==> src/rtl/pipeline_hazard_ctrl_pkg.sv <==
// Shared types for the pipeline hazard sequencer: FSM state codes and the
// bundled stall/flush control word.
package pipeline_hazard_ctrl_pkg;

  typedef logic [1:0] ctrHazState_t;

  localparam logic [1:0] HAZ_RUN      = 2'd0;
  localparam logic [1:0] HAZ_MEM_WAIT = 2'd1;
  localparam logic [1:0] HAZ_MEM_ERR  = 2'd2;

  typedef struct packed {
    logic pcStall;
    logic ifIdStall;
    logic idExeStall;
    logic exeMemStall;
    logic ifIdFlush;
    logic idExeFlush;
    logic exeMemFlush;
    logic memWbBubble;
    logic memTimeout;
  } hazCtrl_t;

  localparam hazCtrl_t HAZ_CTRL_IDLE = 9'b0_0000_0000;

  // Whole pipeline frozen while MEM/WB receives a bubble.
  function automatic hazCtrl_t memStallCtrl();
    hazCtrl_t c;
    c             = HAZ_CTRL_IDLE;
    c.pcStall     = 1'b1;
    c.ifIdStall   = 1'b1;
    c.idExeStall  = 1'b1;
    c.exeMemStall = 1'b1;
    c.memWbBubble = 1'b1;
    return c;
  endfunction

endpackage

==> src/rtl/pipeline_hazard_ctrl_load_use.sv <==
// Combinational load-use hazard compare between the ID sources and the EXE
// destination; kept standalone so the forwarding unit can reuse it.
module hazard_load_use_detect #(
  parameter int REG_ADDR_W = 5
) (
  input  logic [REG_ADDR_W-1:0] idRs1,
  input  logic [REG_ADDR_W-1:0] idRs2,
  input  logic                  idUsesRs1,
  input  logic                  idUsesRs2,
  input  logic [REG_ADDR_W-1:0] exeRd,
  input  logic                  exeMemRead,
  input  logic                  exeRegWe,
  output logic                  loadUse
);

  logic rdLive;
  logic rs1Hit;
  logic rs2Hit;

  // Register 0 is hard-wired, so a load targeting it never creates a hazard.
  assign rdLive  = exeMemRead & exeRegWe & (exeRd != {REG_ADDR_W{1'b0}});
  assign rs1Hit  = idUsesRs1 & (idRs1 == exeRd);
  assign rs2Hit  = idUsesRs2 & (idRs2 == exeRd);
  assign loadUse = rdLive & (rs1Hit | rs2Hit);

endmodule

==> src/rtl/pipeline_hazard_ctrl.sv <==
// Stall/flush sequencer for the 5-stage pipeline registers, with a memory
// wait-timeout FSM. Optional perf counters built when HAZARD_PERF_CNT_EN is defined.
module pipeline_hazard_ctrl
  import pipeline_hazard_ctrl_pkg::*;
#(
  parameter int REG_ADDR_W  = 5,
  parameter int MEM_TIMEOUT = 16,
  parameter int CNT_W       = 32
) (
  input  logic                  clk,
  input  logic                  rst,
  input  logic [REG_ADDR_W-1:0] id_rs1,
  input  logic [REG_ADDR_W-1:0] id_rs2,
  input  logic                  id_uses_rs1,
  input  logic                  id_uses_rs2,
  input  logic [REG_ADDR_W-1:0] exe_rd,
  input  logic                  exe_mem_read,
  input  logic                  exe_reg_we,
  input  logic                  branch_taken_mem,
  input  logic                  mem_req,
  input  logic                  mem_ready,
  output logic                  pc_stall,
  output logic                  if_id_stall,
  output logic                  id_exe_stall,
  output logic                  exe_mem_stall,
  output logic                  if_id_flush,
  output logic                  id_exe_flush,
  output logic                  exe_mem_flush,
  output logic                  mem_wb_bubble,
  output logic                  mem_timeout,
  output logic [1:0]            ctrl_state,
  output logic [CNT_W-1:0]      stall_cycles,
  output logic [CNT_W-1:0]      flush_events,
  output logic [CNT_W-1:0]      loaduse_events
);

  // A zero MEM_TIMEOUT disables the timeout; keep the counter at least one bit wide.
  localparam int              TCNT_W     = (MEM_TIMEOUT > 0) ? $clog2(MEM_TIMEOUT + 1) : 1;
  localparam bit              TIMEOUT_EN = (MEM_TIMEOUT != 0);
  localparam logic [TCNT_W-1:0] TCNT_MAX = TCNT_W'(MEM_TIMEOUT);
  localparam logic [TCNT_W-1:0] TCNT_ONE = TCNT_W'(1);
  localparam logic [TCNT_W-1:0] TCNT_ZERO = TCNT_W'(0);

  ctrHazState_t      state;
  ctrHazState_t      nextState;
  ctrHazState_t      runNext;
  logic [TCNT_W-1:0] tCnt;
  logic [TCNT_W-1:0] nextTCnt;
  logic [TCNT_W-1:0] runTCnt;
  hazCtrl_t          ctrl;
  hazCtrl_t          runCtrl;
  hazCtrl_t          outCtrl;
  logic              loadUse;

  hazard_load_use_detect #(
    .REG_ADDR_W (REG_ADDR_W)
  ) uLoadUse (
    .idRs1      (id_rs1),
    .idRs2      (id_rs2),
    .idUsesRs1  (id_uses_rs1),
    .idUsesRs2  (id_uses_rs2),
    .exeRd      (exe_rd),
    .exeMemRead (exe_mem_read),
    .exeRegWe   (exe_reg_we),
    .loadUse    (loadUse)
  );

  // RUN-state decode: memory stall beats branch flush beats load-use bubble.
  always_comb begin
    runCtrl = HAZ_CTRL_IDLE;
    runNext = HAZ_RUN;
    runTCnt = TCNT_ZERO;
    if (mem_req && !mem_ready) begin
      runCtrl = memStallCtrl();
      runNext = HAZ_MEM_WAIT;
      runTCnt = TCNT_ONE;
    end else if (branch_taken_mem) begin
      runCtrl.ifIdFlush   = 1'b1;
      runCtrl.idExeFlush  = 1'b1;
      runCtrl.exeMemFlush = 1'b1;
    end else if (loadUse) begin
      runCtrl.pcStall    = 1'b1;
      runCtrl.ifIdStall  = 1'b1;
      runCtrl.idExeFlush = 1'b1;
    end else begin
      runCtrl = HAZ_CTRL_IDLE;
    end
  end

  // Next-state, timeout counter and output decode per FSM state.
  always_comb begin
    ctrl      = HAZ_CTRL_IDLE;
    nextState = state;
    nextTCnt  = tCnt;
    case (state)
      HAZ_RUN: begin
        ctrl      = runCtrl;
        nextState = runNext;
        nextTCnt  = runTCnt;
      end
      HAZ_MEM_WAIT: begin
        if (mem_ready) begin
          nextState = HAZ_RUN;
          nextTCnt  = TCNT_ZERO;
        end else if (TIMEOUT_EN && (tCnt == TCNT_MAX)) begin
          ctrl      = memStallCtrl();
          nextState = HAZ_MEM_ERR;
          nextTCnt  = TCNT_ZERO;
        end else begin
          ctrl      = memStallCtrl();
          nextTCnt  = tCnt + TCNT_ONE;
        end
      end
      HAZ_MEM_ERR: begin
        ctrl.memTimeout  = 1'b1;
        ctrl.memWbBubble = 1'b1;
        nextState        = HAZ_RUN;
        nextTCnt         = TCNT_ZERO;
      end
      default: begin
        ctrl      = runCtrl;
        nextState = HAZ_RUN;
        nextTCnt  = TCNT_ZERO;
      end
    endcase
  end

  // FSM state and wait counter.
  always_ff @(posedge clk or negedge rst) begin
    if (!rst) begin
      state <= HAZ_RUN;
      tCnt  <= TCNT_ZERO;
    end else begin
      state <= nextState;
      tCnt  <= nextTCnt;
    end
  end

  // Outputs are forced quiet while reset is held, even with live inputs.
  assign outCtrl = rst ? ctrl : HAZ_CTRL_IDLE;

  assign pc_stall      = outCtrl.pcStall;
  assign if_id_stall   = outCtrl.ifIdStall;
  assign id_exe_stall  = outCtrl.idExeStall;
  assign exe_mem_stall = outCtrl.exeMemStall;
  assign if_id_flush   = outCtrl.ifIdFlush;
  assign id_exe_flush  = outCtrl.idExeFlush;
  assign exe_mem_flush = outCtrl.exeMemFlush;
  assign mem_wb_bubble = outCtrl.memWbBubble;
  assign mem_timeout   = outCtrl.memTimeout;
  assign ctrl_state    = state;

`ifdef HAZARD_PERF_CNT_EN
  localparam logic [CNT_W-1:0] CNT_MAX = {CNT_W{1'b1}};
  localparam logic [CNT_W-1:0] CNT_ONE = CNT_W'(1);

  logic [CNT_W-1:0] stallCnt;
  logic [CNT_W-1:0] flushCnt;
  logic [CNT_W-1:0] luCnt;
  logic             flushEv;
  logic             luEv;

  // Only a branch raises the IF/ID flush; a lone ID/EXE flush is a load-use bubble.
  assign flushEv = outCtrl.ifIdFlush;
  assign luEv    = outCtrl.idExeFlush & ~outCtrl.ifIdFlush;

  // Saturating event counters.
  always_ff @(posedge clk or negedge rst) begin
    if (!rst) begin
      stallCnt <= {CNT_W{1'b0}};
      flushCnt <= {CNT_W{1'b0}};
      luCnt    <= {CNT_W{1'b0}};
    end else begin
      if (outCtrl.pcStall && (stallCnt != CNT_MAX)) stallCnt <= stallCnt + CNT_ONE;
      if (flushEv && (flushCnt != CNT_MAX))         flushCnt <= flushCnt + CNT_ONE;
      if (luEv && (luCnt != CNT_MAX))               luCnt    <= luCnt + CNT_ONE;
    end
  end

  assign stall_cycles   = stallCnt;
  assign flush_events   = flushCnt;
  assign loaduse_events = luCnt;
`else
  assign stall_cycles   = {CNT_W{1'b0}};
  assign flush_events   = {CNT_W{1'b0}};
  assign loaduse_events = {CNT_W{1'b0}};
`endif

endmodule
==> config.mk <==
export PLATFORM = sky130hd
export DESIGN_NAME = pipeline_hazard_ctrl
export DESIGN_NICKNAME = d
export VERILOG_FILES = /design/src/rtl/pipeline_hazard_ctrl_pkg.sv /design/src/rtl/pipeline_hazard_ctrl_load_use.sv /design/src/rtl/pipeline_hazard_ctrl.sv
export SDC_FILE = /design/constraint.sdc
export NUM_CORES = 1
export LEC_CHECK = 0
export BUFFER_PORTS_ARGS = -buffer_cell sky130_fd_sc_hd__clkbuf_2
export CAP_MARGIN = 30
export CORE_UTILIZATION = 28
export DETAILED_ROUTE_END_ITERATION = 8
export HOLD_SLACK_MARGIN = 0.12
export PLACE_DENSITY = 0.75
export SYNTH_ARGS = -nofsm -noshare
export SYNTH_HDL_FRONTEND = slang
export SYNTH_SLANG_ARGS = --single-unit
export TNS_END_PERCENT = 20
==> constraint.sdc <==
create_clock -name clk -period 3.25 [get_ports clk]
set_clock_uncertainty 0.05 [all_clocks]
set_input_delay 0.325 -clock clk [delete_from_list [all_inputs] [get_ports clk]]
set_output_delay 0.325 -clock clk [all_outputs]
set_load 0.05 [all_outputs]
==> impl_results.md, run 1 <==
* Layout cells sized above 1 at 0.197
* R2r startpoint: tCnt[0]
* Crit path launch: rst
* Vias in the first global route at 633
* Crit path required time at approximately 2.9 ns
* Critical Path AT at about 2.1 ns
* Setup TNS at 0 ns
* Max clock buf depth at 2
* Clock sinks at 7
* Die area at 0.00514 sq mm
* Most common cell on crit path: clkbuf_2
* Tmin final at around 2.4 ns
* Inserted Clock Buffers at 3
* Drt first pass iters at 2
* Max cap viols at 0
* Die X at slightly above 70 microns
* Finished layout cell area at 0.00126 sq mm
* Max stage delay on crit path at 0.52 ns
* Core ar. at ~0.0047 sq mm
* Worst-path cell chain: dlygate4sd3_1 > clkbuf_2 > nor3b_1 > and2_1 > o21bai_1 > clkbuf_2
* Maximum number of pins on one net before global-route repair at 13
* Switching pwr at around 330 uW
* Final slew viol count at 0
* DRC marker count from the first detailed-route iteration at 16
* Final Hold Viols at 0
* Startpoint Class: primary input
* Antenna-violating nets left at 0
* Drt wl/cell at about 7.5 microns
* Leak Pwr at 0.739 nW
* Syn avg cell area at about 8.1 sq um
* Clk pwr share at 0.225
* Yosys warns at 0
* Comb power frac at 0.603
* GRT Total Usage at 0.0687
* Power Dens Cells at between 400 and 500 mW/mm^2
* Hpwl dp at roughly 1.8 mm
* Final setup viols at 0
* GP Congestion at 0.727
* Worst-path fanout max at 12
* DP Area at between 0.001 and 0.0015 sq mm
* First-pass GRT wire length at approximately 2.6 mm
* NumNets Final at 234
* CP Class: in -> out
* DRC violations left at 0
* Clock root buffer: clkbuf_8
* Initial Util at 0.290
* HP Start: mem_ready
* Clk_lat worst skew at roughly 0.23 ns
* Max Clock Freq at 412 MHz
* Leading cell type in the layout, fill and taps excluded: conb_1
* Routed wire length at ~1.9 mm
* Unrepaired setup endpoints after global routing: no
* Internal power at approximately 200 uW
* Worst min path class: in -> reg
* Sw frac at 0.619
* Vias/cell at ~3.3
* Grt ovf at 0
* Total I/O pin count at between 100 and 150
* Fin crit share at 0.746
* N_diodes at 0
* IO Port Bufs at 34
* CP endpoint kind: output port
* Hold Buf Count CTS at 1
* Synthesized area at around 0.0014 sq mm
* Final Util at 0.269
* Post-CTS setup buffer count at 0
* Area growth from synthesis to layout at -7.26%
* Cell Rows at 25
* Post-CTS Resized at 0
* FF+latch count, synth at 7
* Sequential power share at 0.172
* Yosys cell types at 27
* TritonCTS clock tree: yes
* VDD IR max at 0.115 mV
* Worst hold slack at roughly 0.38 ns
* H-tree depth at 1
* Most frequent cells in the layout: 96 x conb_1, 34 x clkbuf_2, 10 x xor2_1, 8 x nor2_1, 7 x dfrtp_1
* Crit-path slowest cell: dlygate4sd3_1
* Post-synthesis cell count at 169
* Vias at approximately 840
* Seq/Total Area, Yosys at 0.129
* Clock-pin slew on the worst setup and hold paths at about 0.040 ns
* Die Y at around 72 microns
* Status: finished, final reports clean
* Initial antenna violation count at 0
-- per-layer routing --
layer  track usage  part of all wire
met1        0.0640              0.37
met2         0.134              0.53
met4        0.0196                 0
met3        0.0295             0.097
met5             0                 0
-- cell usage after synthesis (all sizes together) --
master / count / area share
conb: 1 / 0.0028
mux2i: 1 / 0.0074
and4bb: 1 / 0.0092
and2: 4 / 0.018
dfrtp: 7 / 0.13
nor2: 8 / 0.022
nor3b: 1 / 0.0055
xnor2: 3 / 0.019
xor2: 10 / 0.064
a21oi: 2 / 0.0074
o21bai: 2 / 0.011
nor3: 1 / 0.0037
or2: 1 / 0.0046
buf: 100 / 0.55
nor2b: 2 / 0.0092
nand3: 3 / 0.011
a32oi: 1 / 0.0064
ha: 6 / 0.055
nor4: 2 / 0.014
nand2b: 2 / 0.0092
nand4: 2 / 0.0092
inv: 5 / 0.014
nand2: 2 / 0.0055
o21ai: 2 / 0.013
-- worst paths after layout --
check | end | cells after the start | slack (ns)
setup / recovery | id_exe_flush | 6 | 0.83
hold / removal | tCnt[0] | 4 | 0.38
setup reg to reg | ctrl_state[0] | 6 | 1.65
hold reg to reg | tCnt[0] | 1 | 0.49
max in group asynchronous | tCnt[4] | 2 | 2.50
min in group asynchronous | ctrl_state[0] | 2 | 0.44
-- critical path, delay by kind of cell --
kind	cells	cell delay, ns
AOI/OAI and AO/OA	1	0.13
and+or+nand+nor	2	0.53
buffers and inverters	3	1.06
-- through the flow --
stage / setup slack, ns / total power [mW] / instances
global route: 0.709 / 0.568 / 257
global placement: 1.12 / 0.416 / 252
floorplan: 0.133 / 0.478 / 264
CTS: 0.771 / 0.544 / 257
finish: 0.826 / 0.539 / 257
detailed placement: 1.05 / 0.417 / 252
-- power by group through the flow --
stage,combinational (mW),clock (mW),sequential (mW)
final,0.325,0.121,0.0929
after global routing,0.339,0.136,0.0930
after CTS,0.324,0.127,0.0929
after detailed placement,0.323,0,0.0941
after global placement,0.322,0,0.0934
after floorplan,0.382,0,0.0965
-- state kept, by name (all words and copies together) (netlist names) --
name and flops:
tCnt 5, ctrl_state 2
-- cell families after synthesis --
logic type | Yosys count | share of synthesized area
adder cells (fa/ha/maj) | 6 | 0.0551
multiplexers | 1 | 0.00735
AND/OR/NAND/NOR | 29 | 0.121
XOR/XNOR | 13 | 0.0836
AO/OA/AOI/OAI | 7 | 0.0377
flip-flops | 7 | 0.129
buffers and inverters | 105 | 0.563
other | 1 | 0.00275
-- final cells by class --
type	count	area, sq um
clock buffer	4	45.0
fill	523	3430
inverter	5	18.8
multi-input combinational	152	776
sequential	7	175
tap	54	67.6
timing repair buffer	35	180
(Power assumes the default switching activity.)
==> run 2, diff against run 1 <==
--- a/config.mk
+++ b/config.mk
@@ -10,7 +10,7 @@
 export CORE_UTILIZATION = 28
 export DETAILED_ROUTE_END_ITERATION = 8
 export HOLD_SLACK_MARGIN = 0.12
-export PLACE_DENSITY = 0.75
+export PLACE_DENSITY = 0.77
 export SYNTH_ARGS = -nofsm -noshare
 export SYNTH_HDL_FRONTEND = slang
 export SYNTH_SLANG_ARGS = --single-unit
==> constraint.sdc (replaced) <==
create_clock -name clk -period 2 [get_ports clk]
set_clock_uncertainty 0.05 [all_clocks]
set_input_delay 0.2 -clock clk [delete_from_list [all_inputs] [get_ports clk]]
set_output_delay 0.2 -clock clk [all_outputs]
set_load 0.05 [all_outputs]
==> impl_results.md, run 2 (synthesized netlist as in run 1, its figures left out) <==
* Status: finished, violations left
* Failing checks: design-rule violations
* TritonCTS clock tree: yes
* Cells on worst reg2reg path at 6 (unchanged)
* Hpwl dp at 1.89 mm (+7.3%)
* Maximum number of pins on one net before global-route repair at 11 (-2)
* Post-Layout Cell Count at 259 (+0.78%)
* Switching pwr at 552 uW (+65%)
* Critical Path AT at 1.71 ns (-0.34 ns)
* Total I/O pin count at 131 (unchanged)
* Clock root buffer: clkbuf_8
* Clk pwr share at 0.223 (-0.002)
* Layout cells sized above 1 at 0.259 (+0.0615)
* First-pass GRT wire length at 2.96 mm (+13%)
* Comb power frac at 0.609 (+0.006)
* Inserted Clock Buffers at 3 (unchanged)
* Crit-path slowest cell: dfrtp_2
* CP endpoint kind: output port
* Crit path launch: ctrl_state[1]
* Drt first pass iters at 6 (+4)
* Internal power at 349 uW (+70%)
* Worst-path cell chain: inv_2 > ha_4 > mux2i_1 > nor2_1 > and2_4 > o21bai_4 > buf_8
* Leak Pwr at 0.772 nW (+4.5%)
* Clk_lat worst skew at 0.23 ns (about the same)
* Routed wire length at 2.13 mm (+10%)
* Vias in the first global route at 692 (+9.3%)
* Clock sinks at 7 (unchanged)
* Unrepaired setup endpoints after global routing: yes
* Power Dens Cells at 666 mW/mm^2 (+56%)
* Tmin final at between 1.5 and 2 ns
* Grt ovf at 0 (unchanged)
* Startpoint Class: register
* Most frequent cells in the layout: 96 x conb_1, 28 x clkbuf_2, 10 x xor2_1, 8 x nor2_1
* Area growth from synthesis to layout at -0.643%
* Drt wl/cell at 8.23 microns (+9.2%)
* Initial antenna violation count at 0 (unchanged)
* H-tree depth at 1 (unchanged)
* Die Y at 71.7 microns (unchanged)
* Max cap viols at 0 (unchanged)
* Dpl cells at 253 (+0.40%)
* Sw frac at 0.613 (-0.00603)
* IO Port Bufs at 34 (unchanged)
* VDD IR max at 0.158 mV (+37%)
* Die X at 71.7 microns (unchanged)
* Max clock buf depth at 2 (unchanged)
* Final WS setup at 0.0431 ns (-0.782 ns)
* Initial Util at 0.290 (unchanged)
* Max reg flops at 5 (unchanged)
* Cell Rows at 25 (unchanged)
* Crit path required time at 1.75 ns (-1.12 ns)
* Worst-path fanout max at 5 (-7)
* Vias/cell at 3.29 (+1.2%)
* Vias at 853 (+2.0%)
* DP Area at 0.00125 sq mm (+3.8%)
* Max stage delay on crit path at 0.39 ns (-0.13 ns)
* Antenna-violating nets left at 0 (unchanged)
* DRC violations left at 2 (+2)
* Critical Path End: if_id_stall
* Leading cell type in the layout, fill and taps excluded: conb_1
* Core ar. at 0.00469 sq mm (unchanged)
* Fin crit share at 0.978
* Max Clock Freq at about 510 MHz
* Final slew viol count at 0 (unchanged)
* Finished layout cell area at 0.00135 sq mm (+7.1%)
* Final Hold Viols at 0 (unchanged)
* Worst min path class: in -> reg
* Sequential power share at 0.168 (-0.004)
* Die area at 0.00514 sq mm (unchanged)
* CP Class: reg -> out
* Critical R2R Capture: ctrl_state[0]
* Largest Register: tCnt
* DRC marker count from the first detailed-route iteration at 14 (-2)
* NumNets Final at 236 (+0.85%)
* R2r startpoint: tCnt[0]
* Setup WS pre-CTS at 0.149 ns (-0.903 ns)
* GP Congestion at 0.787 (+8.2%)
* GRT Total Usage at 0.0759 (+0.00730)
* Final setup viols at 0 (unchanged)
* R2R Setup Slk at 0.39 ns (-1.26 ns)
* Clock-pin slew on the worst setup and hold paths at 0.04 ns (about the same)
* N_diodes at 0 (unchanged)
## run 2: changes by cell type in the layout (fill, tap and decap cells not counted), sizes merged
cell    before  now
buf          0    7
clkbuf      38   33
## run 2: critical path: cells and delay by family (launching register included)
kind | cells | cell delay (ns)
AO/OA/AOI/OAI | 1 | 0.18
adder cells (fa/ha/maj) | 1 | 0.29
buffers and inverters | 2 | 0.23
flip-flops | 1 | 0.39
multiplexers | 1 | 0.18
AND/OR/NAND/NOR | 2 | 0.21
## run 2: what timing repair did
item / CTS / global route
endpoints found under the hold margin: 7 / 0
endpoints found under the setup margin: 3 / 5
pin swaps: 1 / 0
hold buffers: 1 / 0
gates resized for setup: 7 / 7
setup buffers: 0 / 1
## run 2: power groups by stage
stage	sequential, mW	clock [mW]	combinational, mW
global route	0.152	0.211	0.573
global placement	0.153	0	0.534
floorplan	0.158	0	0.629
detailed placement	0.153	0	0.537
CTS	0.151	0.204	0.546
finish	0.151	0.201	0.549
## run 2: worst min path at each step
stage	startpoint	to	slack, ns	cells after the start
3_5_place_dp	rst	tCnt[1]	0.12	2
6_report	mem_ready	tCnt[0]	0.28	4
4_1_cts	mem_ready	tCnt[0]	0.28	4
3_3_place_gp	rst	tCnt[1]	0.13	2
2_1_floorplan	rst	ctrl_state[0]	-0.15	0
5_1_grt	mem_ready	tCnt[0]	0.31	4
## run 2: through the flow
step	TNS (ns)	hold WS, ns	utilization	power, mW
floorplan	-0.0699	-0.146	-	0.787
global placement	0	0.127	0.267	0.687
detailed placement	0	0.120	0.267	0.690
CTS	-0.0112	0.277	0.286	0.901
global route	-0.153	0.310	0.288	0.936
finish	0	0.284	0.288	0.901
## run 2: layout make-up
class | instances | area, sq um
Clock buffer | 4 | 45.0
Multi-Input combinational cell | 152 | 815
Fill cell | 529 | 3340
Tap cell | 54 | 67.6
Timing Repair Buffer | 37 | 226
Inverter | 5 | 21.3
Sequential cell | 7 | 178
## run 2: routing by layer
metal	GRT usage	share of wire
met4	0.0261	0.012
met5	0	0
met1	0.0716	0.36
met2	0.155	0.54
met3	0.0197	0.092
==> run 3, diff against run 2 <==
--- a/config.mk
+++ b/config.mk
@@ -7,10 +7,12 @@
 export LEC_CHECK = 0
 export BUFFER_PORTS_ARGS = -buffer_cell sky130_fd_sc_hd__clkbuf_2
 export CAP_MARGIN = 30
-export CORE_UTILIZATION = 28
+export CELL_PAD_IN_SITES_DETAIL_PLACEMENT = 0
+export CELL_PAD_IN_SITES_GLOBAL_PLACEMENT = 2
+export CORE_UTILIZATION = 16
 export DETAILED_ROUTE_END_ITERATION = 8
 export HOLD_SLACK_MARGIN = 0.12
-export PLACE_DENSITY = 0.77
+export PLACE_DENSITY = 0.88
 export SYNTH_ARGS = -nofsm -noshare
 export SYNTH_HDL_FRONTEND = slang
 export SYNTH_SLANG_ARGS = --single-unit
==> impl_results.md, run 3 (synthesized netlist as in run 1, its figures left out) <==
* Initial Util at 0.166 (-0.124)
* Max reg flops at 5 (unchanged)
* Drt first pass iters at 2 (-4)
* Vias in the first global route at 634 (-8.4%)
* Met2 Track Usage GR at 0.0743 (-0.0809)
* Met3 usage at 0.0227 (+0.00296)
* GR Util met1 at 0.0363 (-0.0353)
* Overall power at 898 uW (-0.33%)
* Final Util at 0.176 (-0.113)
* Startpoint Class: register
* Dpl cells at 304 (+20%)
* Antenna-violating nets left at 0 (unchanged)
* Initial antenna violation count at 0 (unchanged)
* Vias/cell at 2.75 (-16%)
* Total I/O pin count at 131 (unchanged)
* DRC violations left at 0 (-2)
* Die Y at 94.2 microns (+31%)
* NumNets Final at 239 (+1.3%)
* Crit path required time at 1.75 ns (about the same)
* Worst hold slack at 0.307 ns (+0.0236 ns)
* Vias at 861 (+0.94%)
* Largest Register: tCnt
* HP Start: mem_ready
* Cell Rows at 33 (+32%)
* Unrepaired setup endpoints after global routing: yes
* Fin crit share at 0.974 (-0.00400)
* Hpwl dp at 1.79 mm (-5.3%)
* Leading cell type in the layout, fill and taps excluded: conb_1
* Die area at 0.00888 sq mm (+73%)
* Clk_lat worst skew at 0.22 ns (about the same)
* Post-Layout Cell Count at 313 (+21%)
* GRT Total Usage at 0.0404 (-0.0356)
* N_diodes at 0 (unchanged)
* VDD IR max at 0.153 mV (-3.2%)
* Clock root buffer: clkbuf_8
* Crit path launch: ctrl_state[0]
* CP Class: reg -> out
* Leak Pwr at 0.783 nW (+1.5%)
* Inserted Clock Buffers at 3 (unchanged)
* Tmin final at 1.95 ns (-0.00801 ns)
* Area growth from synthesis to layout at 5.97%
* Final setup viols at 0 (unchanged)
* Most frequent cells in the layout: 96 x conb_1, 31 x clkbuf_2, 10 x xor2_1, 8 x nor2_1
* Critical Path AT at 1.70 ns (about the same)
* # fillers at 942 (+78%)
* R2r startpoint: ctrl_state[1]
* Max clock buf depth at 2 (unchanged)
* Worst min path class: in -> reg
* Layout cells sized above 1 at 0.274 (+0.0155)
* Routed wire length at 2.00 mm (-6.1%)
* Final slew viol count at 0 (unchanged)
* CP endpoint kind: output port
* Grt ovf at 0 (unchanged)
* Clock-pin slew on the worst setup and hold paths at 0.04 ns (about the same)
* GP Congestion at 0.710 (-9.8%)
* Maximum number of pins on one net before global-route repair at 8 (-3)
* Final Hold Viols at 0 (unchanged)
* Drt wl/cell at 6.39 microns (-22%)
* TritonCTS clock tree: yes
* Clock sinks at 7 (unchanged)
* Status: finished, final reports clean
* Die X at 94.2 microns (+31%)
* First-pass GRT wire length at 2.68 mm (-9.6%)
* Gr busiest metal: met2
* DRC marker count from the first detailed-route iteration at 3 (-11)
* Max Clock Freq at 513 MHz (+0.41%)
* Max cap viols at 0 (unchanged)
* H-tree depth at 1 (unchanged)
* Worst-path fanout max at 4 (-1)
* IO Port Bufs at 34 (unchanged)
* Core ar. at 0.00822 sq mm (+75%)
* Power Dens Cells at 623 mW/mm^2 (-6.6%)
==> run 3: changes by cell type in the layout (fill, tap and decap cells not counted), sizes merged <==
cell | previous run | this run
clkbuf | 33 | 36
==> run 3: critical path: stages, from the launching register on <==
cell	delay [ns]
dfrtp_2	0.39
inv_4	0.05
ha_4	0.30
mux2i_1	0.18
nor2_1	0.07
and2_4	0.14
o21bai_4	0.18
buf_6	0.17
==> run 3: final timing paths <==
path | end | slack [ns] | cells after the start
max | if_id_stall | 0.05 | 7
min | tCnt[0] | 0.31 | 4
max reg2reg | ctrl_state[0] | 0.35 | 7
min reg2reg | tCnt[0] | 0.46 | 1
max in group asynchronous | ctrl_state[1] | 1.17 | 2
min in group asynchronous | tCnt[0] | 0.45 | 2
==> run 3: final cells by class <==
type                    count  area [sq um]  area share
flip-flops and latches      7           178       0.123
well taps                 105           131      0.0911
clock buffers               4          45.0      0.0312
repair buffers             40           243       0.168
inverters                   5          21.3      0.0147
multi-input cells         152           825       0.572
==> run 3: what timing repair did <==
action	4_1_cts	5_1_grt
hold buffers	1	0
resized for setup	4	8
pin swaps	0	5
endpoints found under the hold margin	7	0
setup endpoints to repair	3	6
setup buffers	0	4
==> run 3: metrics by stage <==
stage / setup WS, ns / TNS, ns / area (sq um)
finish: 0.0511 / 0 / 1440
global route: -0.0219 / -0.0402 / 1440
CTS: -0.00279 / -0.00534 / 1390
detailed placement: 0.172 / 0 / 1320
global placement: 0.210 / 0 / 1320
floorplan: -0.0565 / -0.0699 / 1760
==> run 3: where the power goes <==
part / switching (mW) / internal (mW) / leakage [nW] / total [mW]
Clock: 0.0571 / 0.138 / 0.0228 / 0.195
Sequential: 0.00473 / 0.146 / 0.0927 / 0.151
Combinational: 0.484 / 0.0680 / 0.668 / 0.552
Total: 0.546 / 0.352 / 0.783 / 0.898
==> run 3: layer usage <==
metal  part of all wire  up-vias  wire length (microns)
met5                  0        -                      0
met4                  0        0                      0
met3               0.15        0                    298
met2               0.51       68                   1010
met1               0.34      380                    689
li1                   -      413                      -
